===== src/rtl/cec_hub.sv =====
// cec_hub: joins NPORTS open-drain CEC segments into one logical bus.
// The first port seen low becomes owner; the hub pulls every other port low
// until the owner lets go. A settle window after each release stops the hub
// from latching onto its own falling echo. A watchdog frees every line if
// the bus stays low abnormally long.
// Optional deglitch filter: define CECHUB_FILTER_EN.
module cec_hub #(
  parameter int NPORTS          = 3,
  parameter int SETTLE_CYCLES   = 8191,
  parameter int WATCHDOG_CYCLES = 1048575,
  parameter int FILTER_CYCLES   = 15,
  localparam int IW = (NPORTS > 2) ? $clog2(NPORTS) : 1
) (
  input  logic              i_clk,
  input  logic              i_reset_n,
  input  logic [NPORTS-1:0] i_cec,
  output logic [NPORTS-1:0] o_cec,
  output logic              o_busy,
  output logic [IW-1:0]     o_owner,
  output logic              o_wderr
);

  localparam int TW = (SETTLE_CYCLES > 1) ? $clog2(SETTLE_CYCLES) : 1;
  localparam int WW = ($clog2(WATCHDOG_CYCLES) > 20) ? $clog2(WATCHDOG_CYCLES) : 20;
  localparam logic [TW-1:0] SETTLE_LOAD = TW'(SETTLE_CYCLES - 1);
  localparam logic [WW-1:0] WD_LIMIT    = WW'(WATCHDOG_CYCLES - 1);

  typedef enum logic [1:0] {
    IDLE   = 2'd0,
    OWNED  = 2'd1,
    SETTLE = 2'd2,
    WDERR  = 2'd3
  } state_t;

  logic [NPORTS-1:0] sync1_q, sync2_q, ck_q;
  logic [NPORTS-1:0] lvl;

  state_t            state_q, state_d;
  logic [IW-1:0]     owner_q, owner_d;
  logic [TW-1:0]     timer_q, timer_d;
  logic [WW-1:0]     wd_q, wd_d;
  logic [NPORTS-1:0] cec_q, cec_d;
  logic              busy_q, busy_d;
  logic              wderr_q, wderr_d;

  logic              all_high;
  logic [IW-1:0]     low_idx;

  // Three-stage synchroniser per pad; idles released (1) out of reset
  always_ff @(posedge i_clk or negedge i_reset_n) begin
    if (!i_reset_n) begin
      sync1_q <= '1;
      sync2_q <= '1;
      ck_q    <= '1;
    end else begin
      sync1_q <= i_cec;
      sync2_q <= sync1_q;
      ck_q    <= sync2_q;
    end
  end

`ifdef CECHUB_FILTER_EN
  localparam int FCW = (FILTER_CYCLES > 1) ? $clog2(FILTER_CYCLES) : 1;
  localparam logic [FCW-1:0] FILT_LAST = FCW'(FILTER_CYCLES - 1);

  logic [NPORTS-1:0] filt_q, filt_d;
  logic [FCW-1:0]    fcnt_q [NPORTS];
  logic [FCW-1:0]    fcnt_d [NPORTS];

  // Filtered level follows ck only after the new value has persisted FILTER_CYCLES clocks
  always_comb begin
    filt_d = filt_q;
    for (int k = 0; k < NPORTS; k++) begin
      fcnt_d[k] = '0;
      if (ck_q[k] != filt_q[k]) begin
        if (fcnt_q[k] == FILT_LAST) begin
          filt_d[k] = ck_q[k];
        end else begin
          fcnt_d[k] = fcnt_q[k] + 1'b1;
        end
      end
    end
  end

  // Filter state registers; filtered levels come out of reset released
  always_ff @(posedge i_clk or negedge i_reset_n) begin
    if (!i_reset_n) begin
      filt_q <= '1;
      for (int k = 0; k < NPORTS; k++) fcnt_q[k] <= '0;
    end else begin
      filt_q <= filt_d;
      for (int k = 0; k < NPORTS; k++) fcnt_q[k] <= fcnt_d[k];
    end
  end

  assign lvl = filt_q;
`else
  assign lvl = ck_q;
`endif

  assign all_high = &lvl;

  // Lowest-index low port wins ties between simultaneous falls
  always_comb begin
    low_idx = '0;
    for (int k = NPORTS - 1; k >= 0; k--) begin
      if (!lvl[k]) low_idx = IW'(k);
    end
  end

  // Next-state, registered-output and watchdog logic; the watchdog overrides all
  always_comb begin
    state_d = state_q;
    owner_d = owner_q;
    timer_d = timer_q;
    cec_d   = cec_q;
    busy_d  = busy_q;
    wderr_d = wderr_q;

    if (all_high) begin
      wd_d = '0;
    end else if (wd_q != WD_LIMIT) begin
      wd_d = wd_q + 1'b1;
    end else begin
      wd_d = wd_q;
    end

    case (state_q)
      IDLE: begin
        cec_d   = '1;
        busy_d  = 1'b0;
        wderr_d = 1'b0;
        if (!all_high) begin
          owner_d = low_idx;
          for (int k = 0; k < NPORTS; k++) cec_d[k] = (IW'(k) == low_idx);
          busy_d  = 1'b1;
          state_d = OWNED;
        end
      end
      OWNED: begin
        if (lvl[owner_q]) begin
          cec_d   = '1;
          busy_d  = 1'b0;
          timer_d = SETTLE_LOAD;
          state_d = SETTLE;
        end
      end
      SETTLE: begin
        cec_d  = '1;
        busy_d = 1'b0;
        if (timer_q == '0) begin
          state_d = IDLE;
        end else begin
          timer_d = timer_q - 1'b1;
        end
      end
      WDERR: begin
        cec_d   = '1;
        busy_d  = 1'b0;
        wderr_d = 1'b1;
        if (all_high) begin
          wderr_d = 1'b0;
          timer_d = SETTLE_LOAD;
          state_d = SETTLE;
        end
      end
      default: begin
        cec_d   = '1;
        busy_d  = 1'b0;
        wderr_d = 1'b0;
        state_d = IDLE;
      end
    endcase

    if ((state_q != WDERR) && (wd_q == WD_LIMIT)) begin
      cec_d   = '1;
      busy_d  = 1'b0;
      wderr_d = 1'b1;
      state_d = WDERR;
    end
  end

  // State and output registers; reset releases every line at once
  always_ff @(posedge i_clk or negedge i_reset_n) begin
    if (!i_reset_n) begin
      state_q <= IDLE;
      owner_q <= '0;
      timer_q <= '0;
      wd_q    <= '0;
      cec_q   <= '1;
      busy_q  <= 1'b0;
      wderr_q <= 1'b0;
    end else begin
      state_q <= state_d;
      owner_q <= owner_d;
      timer_q <= timer_d;
      wd_q    <= wd_d;
      cec_q   <= cec_d;
      busy_q  <= busy_d;
      wderr_q <= wderr_d;
    end
  end

  assign o_cec   = cec_q;
  assign o_busy  = busy_q;
  assign o_owner = owner_q;
  assign o_wderr = wderr_q;

endmodule


===== config.mk =====
export PLATFORM = sky130hd
export DESIGN_NAME = cec_hub
export DESIGN_NICKNAME = d
export VERILOG_FILES = /design/src/rtl/cec_hub.sv
export SDC_FILE = /design/constraint.sdc
export NUM_CORES = 1
export LEC_CHECK = 0
export ABC_AREA = 1
export BUFFER_PORTS_ARGS = -buffer_cell sky130_fd_sc_hd__buf_2
export CAP_MARGIN = 20
export CORE_MARGIN = 2
export CORE_UTILIZATION = 35
export CTS_BUF_LIST = sky130_fd_sc_hd__clkbuf_8
export DETAILED_ROUTE_END_ITERATION = 6
export MAX_ROUTING_LAYER = met4
export SETUP_SLACK_MARGIN = 0.05
export SLEW_MARGIN = 20
export SYNTH_ARGS = -nofsm -noshare
export SYNTH_HDL_FRONTEND = slang
export SYNTH_SLANG_ARGS = --single-unit

===== constraint.sdc =====
create_clock -name i_clk -period 1.39 [get_ports i_clk]
set_input_delay 0.2085 -clock i_clk [delete_from_list [all_inputs] [get_ports i_clk]]
set_output_delay 0.2085 -clock i_clk [all_outputs]
set_load 0.03 [all_outputs]

==> results.ini <==
[status]
status=complete, but fails checks
violations=negative setup slack

[critical_path]
r2r_start=wd_q[0]$_DFFE_PN0P_
cp.buffers_inverters=2
cp-start-kind=flop
worstSetupPathType=flop to flop
cp_cell_sequence=inv_1, ha_2, nand2_4, nor2_4, nand2_2, nor2_4, nand2_4, buf_6, a31oi_1, nor2_1
ff2ff_setup_slack_ps=-210
critical_path.slowest_cell=dfrtp_1
worst_path_largest_cell_delay_ps=400
reg2regPathDepth=10
worstPathRequired_ps=1580
worstSetupEndpointType=flop
worstPathMaxFanout=8
path_delay_family=simple AND/OR/NAND/NOR gates
critPathArrivalTime_ps=1790
r2r-end=wd_q[13]$_DFFE_PN0P_

[clock_network]
cts_tree=done
cts_made_buffers=5
h-tree-depth=2
clkLatencyLatePin_ps=310
clock-root-buffer=clkbuf_8
path_clk_slew_ps=100
clk_path_buf_depth=2
cts_sinks=51

[yosys]
yosysTopAreaCell=dfrtp_1
yosysUniqueCellTypes=34
ys_ff_latch=51
synth_compound_area_share_pct=9.466
synthSimpleGateAreaFrac_pct=32.35
synth_top_area_share_pct=34.99
ys_seq_area_share_pct=46.30
syn_nets=375
synthMuxAreaShare_pct=0
ys.warnings.count=0
synth.area.top_cells=dfrtp_1, nand2_1, dfstp_2
netlist_area_um2=2789
synth_top_family_by_area=simple AND/OR/NAND/NOR gates
syn_area_per_cell_um2=7.620
synthAdderAreaFrac_pct=1.795
synth-xor-area-share_pct=2.826
synthCells=366

[sta]
setup_viol=40
slew_violations=0
layout_setup_ws_ps=-210.4
tightest_slew_ps=366.9
hold_viol_final=0
fin_skew_ps=12.22
final.period_utilization_pct=115.1
maxSlewHeadroom_pct=75.28
fmax_ghz=0.6248
grt_setup_unrepaired=true
period_minus_slack_ps=1600

[cells_and_area]
drive_gt1_share_pct=44.51
fin_nets=482
diodes=0
seq_area_um2=1294
final_core_utilization_pct=53.85
areaGrowthSynthToFinish_pct=49.21
nFillCells=713
multi_input_area_um2=1650

[min_path]
hp-class=flop to flop
worstHoldStart=sync2_q[1]$_DFF_PN1_
worstHoldEndpoint=ck_q[1]$_DFF_PN1_
hold_depth=0

[pwr]
finalPower_uw=7334
p_leak_uw=0.001969
p_per_area_nw_per_um2=1762
vdd_drop_max_mv=0.7966
swShare_pct=42.58
power_switching_uw=3123
pwr-share-comb_pct=57.9
pwr-share-clk_pct=11.6
p_int_uw=4211
seqPwrFrac_pct=30.5

[global_route]
grt_util_all_layers_pct=19.18
grt_antenna_before_repair=0
grt_pass1_vias=2773
grt_max_degree=52
grt_pass1_wl_mm=12.88
gr-total-overflow=0

[floorplan]
core_um2=7727
die_area_um2=8698
rows=32
die_w_um=93.27
io-pin-count=12
initial_core_util_pct=36.09
die_h_um=93.27

[placement]
gp_congestion=0.9009
io_buffers=11
hpwl_mm=5.232

[detailed_routing]
ant_nets=0
postRouteWirelength_mm=7.772
viasPerCell=4.837
drc=0
vias=2786
wl_per_cell_um=13.49
dr.pass1.iters=4
drt_iter0_drc=184

[job]
max-cap-violations=0

## cells by family (layout without fill, tap and decap cells)
| kind of cell | Yosys count | in the layout |
|---|---|---|
| AND/OR/NAND/NOR | 208 | 209 |
| adder cells (fa/ha/maj) | 4 | 4 |
| buffers and inverters | 49 | 156 |
| flip-flops | 51 | 51 |
| AO/OA/AOI/OAI | 45 | 45 |
| XOR/XNOR | 9 | 9 |
## worst max path at each step
stage / startpoint / end / slack [ps] / cells after the start
2_1_floorplan: wd_q[0]$_DFFE_PN0P_ / state_q[1]$_DFFE_PN0P_ / -60 / 11
3_3_place_gp: wd_q[0]$_DFFE_PN0P_ / state_q[0]$_DFFE_PN0P_ / -210 / 11
3_5_place_dp: ck_q[0]$_DFF_PN1_ / timer_q[9]$_DFFE_PN0P_ / -240 / 8
4_1_cts: wd_q[0]$_DFFE_PN0P_ / wd_q[4]$_DFFE_PN0P_ / -170 / 11
5_1_grt: wd_q[0]$_DFFE_PN0P_ / wd_q[4]$_DFFE_PN0P_ / -300 / 11
6_report: wd_q[0]$_DFFE_PN0P_ / wd_q[13]$_DFFE_PN0P_ / -210 / 10
## cell usage after synthesis (all sizes together)
| cell | instances |
|---|---|
| nand2 | 99 |
| nor2 | 59 |
| inv | 45 |
| dfrtp | 39 |
| nand3 | 32 |
| o21ai | 24 |
| dfstp | 12 |
| a21oi | 9 |
| nand4 | 9 |
| xor2 | 6 |
| nor3 | 5 |
| ha | 4 |
| buf | 3 |
| xnor2 | 3 |
| a31o | 2 |
| a31oi | 2 |
| and2 | 2 |
| o211a | 2 |
| o211ai | 2 |
| a21o | 1 |
| a2bb2oi | 1 |
| clkbuf | 1 |
| nor4 | 1 |
| o21bai | 1 |
| o22ai | 1 |
| or2 | 1 |
## timing repair
action	4_1_cts	5_1_grt
hold buffers	4	0
setup endpoints to repair	40	41
pin swaps	20	16
setup buffers	10	1
resized for setup	58	63
endpoints found under the hold margin	42	0
gates cloned	2	0
## power groups by stage
stage / Sequential, µW / Clock [µW] / Combinational (µW)
floorplan: 2440 / 0 / 1490
global placement: 2210 / 0 / 2940
detailed placement: 2230 / 0 / 3000
CTS: 2220 / 891 / 3640
global route: 2290 / 947 / 4680
finish: 2240 / 851 / 4250
## cell usage in the layout (no fill, tap or decap), drive strengths merged, types with 2 or more instances in the layout
cell	Yosys	routed
inv	45	47
a31o	2	2
o211a	2	2
xor2	6	6
dfrtp	39	39
buf	3	98
clkbuf	1	5
nor2	59	59
ha	4	4
o211ai	2	2
a21oi	9	9
and2	2	2
xnor2	3	3
a31oi	2	2
o21ai	24	24
nor3	5	5
nand2	99	100
nand4	9	9
nand3	32	32
dlygate4sd3	0	4
dfstp	12	12
## stage by stage
stage,TNS (ps),area [µm²],setup slack [ps],cells,hold WS (ps)
after detailed placement,-5228,3533,-244.3,551,229.4
final,-5058,4161,-210.4,576,356.2
after CTS,-3499,3915,-173.4,575,354.5
after global placement,-4390,3533,-208.2,551,224.5
after floorplan,-272.7,2801,-55.33,366,-87.09
after global routing,-8401,4161,-299.1,576,364.3
## layer usage
layer	part of all wire, %	GRT usage (%)
met4	1.3	5.270
met5	0	-
met2	49	30.82
met1	48	25.46
met3	2.5	2.820
## sequential cells by signal (all words and copies together), names as in the netlist
signal and count:
ck_q 3, o_busy 1, o_cec 3, o_owner 2, o_wderr 1, state_q 2
sync1_q 3, sync2_q 3, timer_q 13, wd_q 20
## worst register-to-register path, delay by kind of cell (launching register included)
| kind | cells | cell delay, ps |
|---|---|---|
| AO/OA/AOI/OAI | 1 | 130 |
| adder cells (fa/ha/maj) | 1 | 200 |
| flip-flops | 1 | 400 |
| buffers and inverters | 2 | 230 |
| AND/OR/NAND/NOR | 6 | 530 |
## layout make-up
type | instances | area share [%]
Clock buffer | 5 | 1.654
Timing Repair inverter | 1 | 0.2706
Timing Repair Buffer | 102 | 19.63
Inverter | 45 | 4.239
Multi-Input combinational cell | 267 | 39.66
Clock inverter | 3 | 0.3909
Tap cell | 102 | 3.067
Sequential cell | 51 | 31.09
Note: power is estimated with default switching activity, not from simulation.
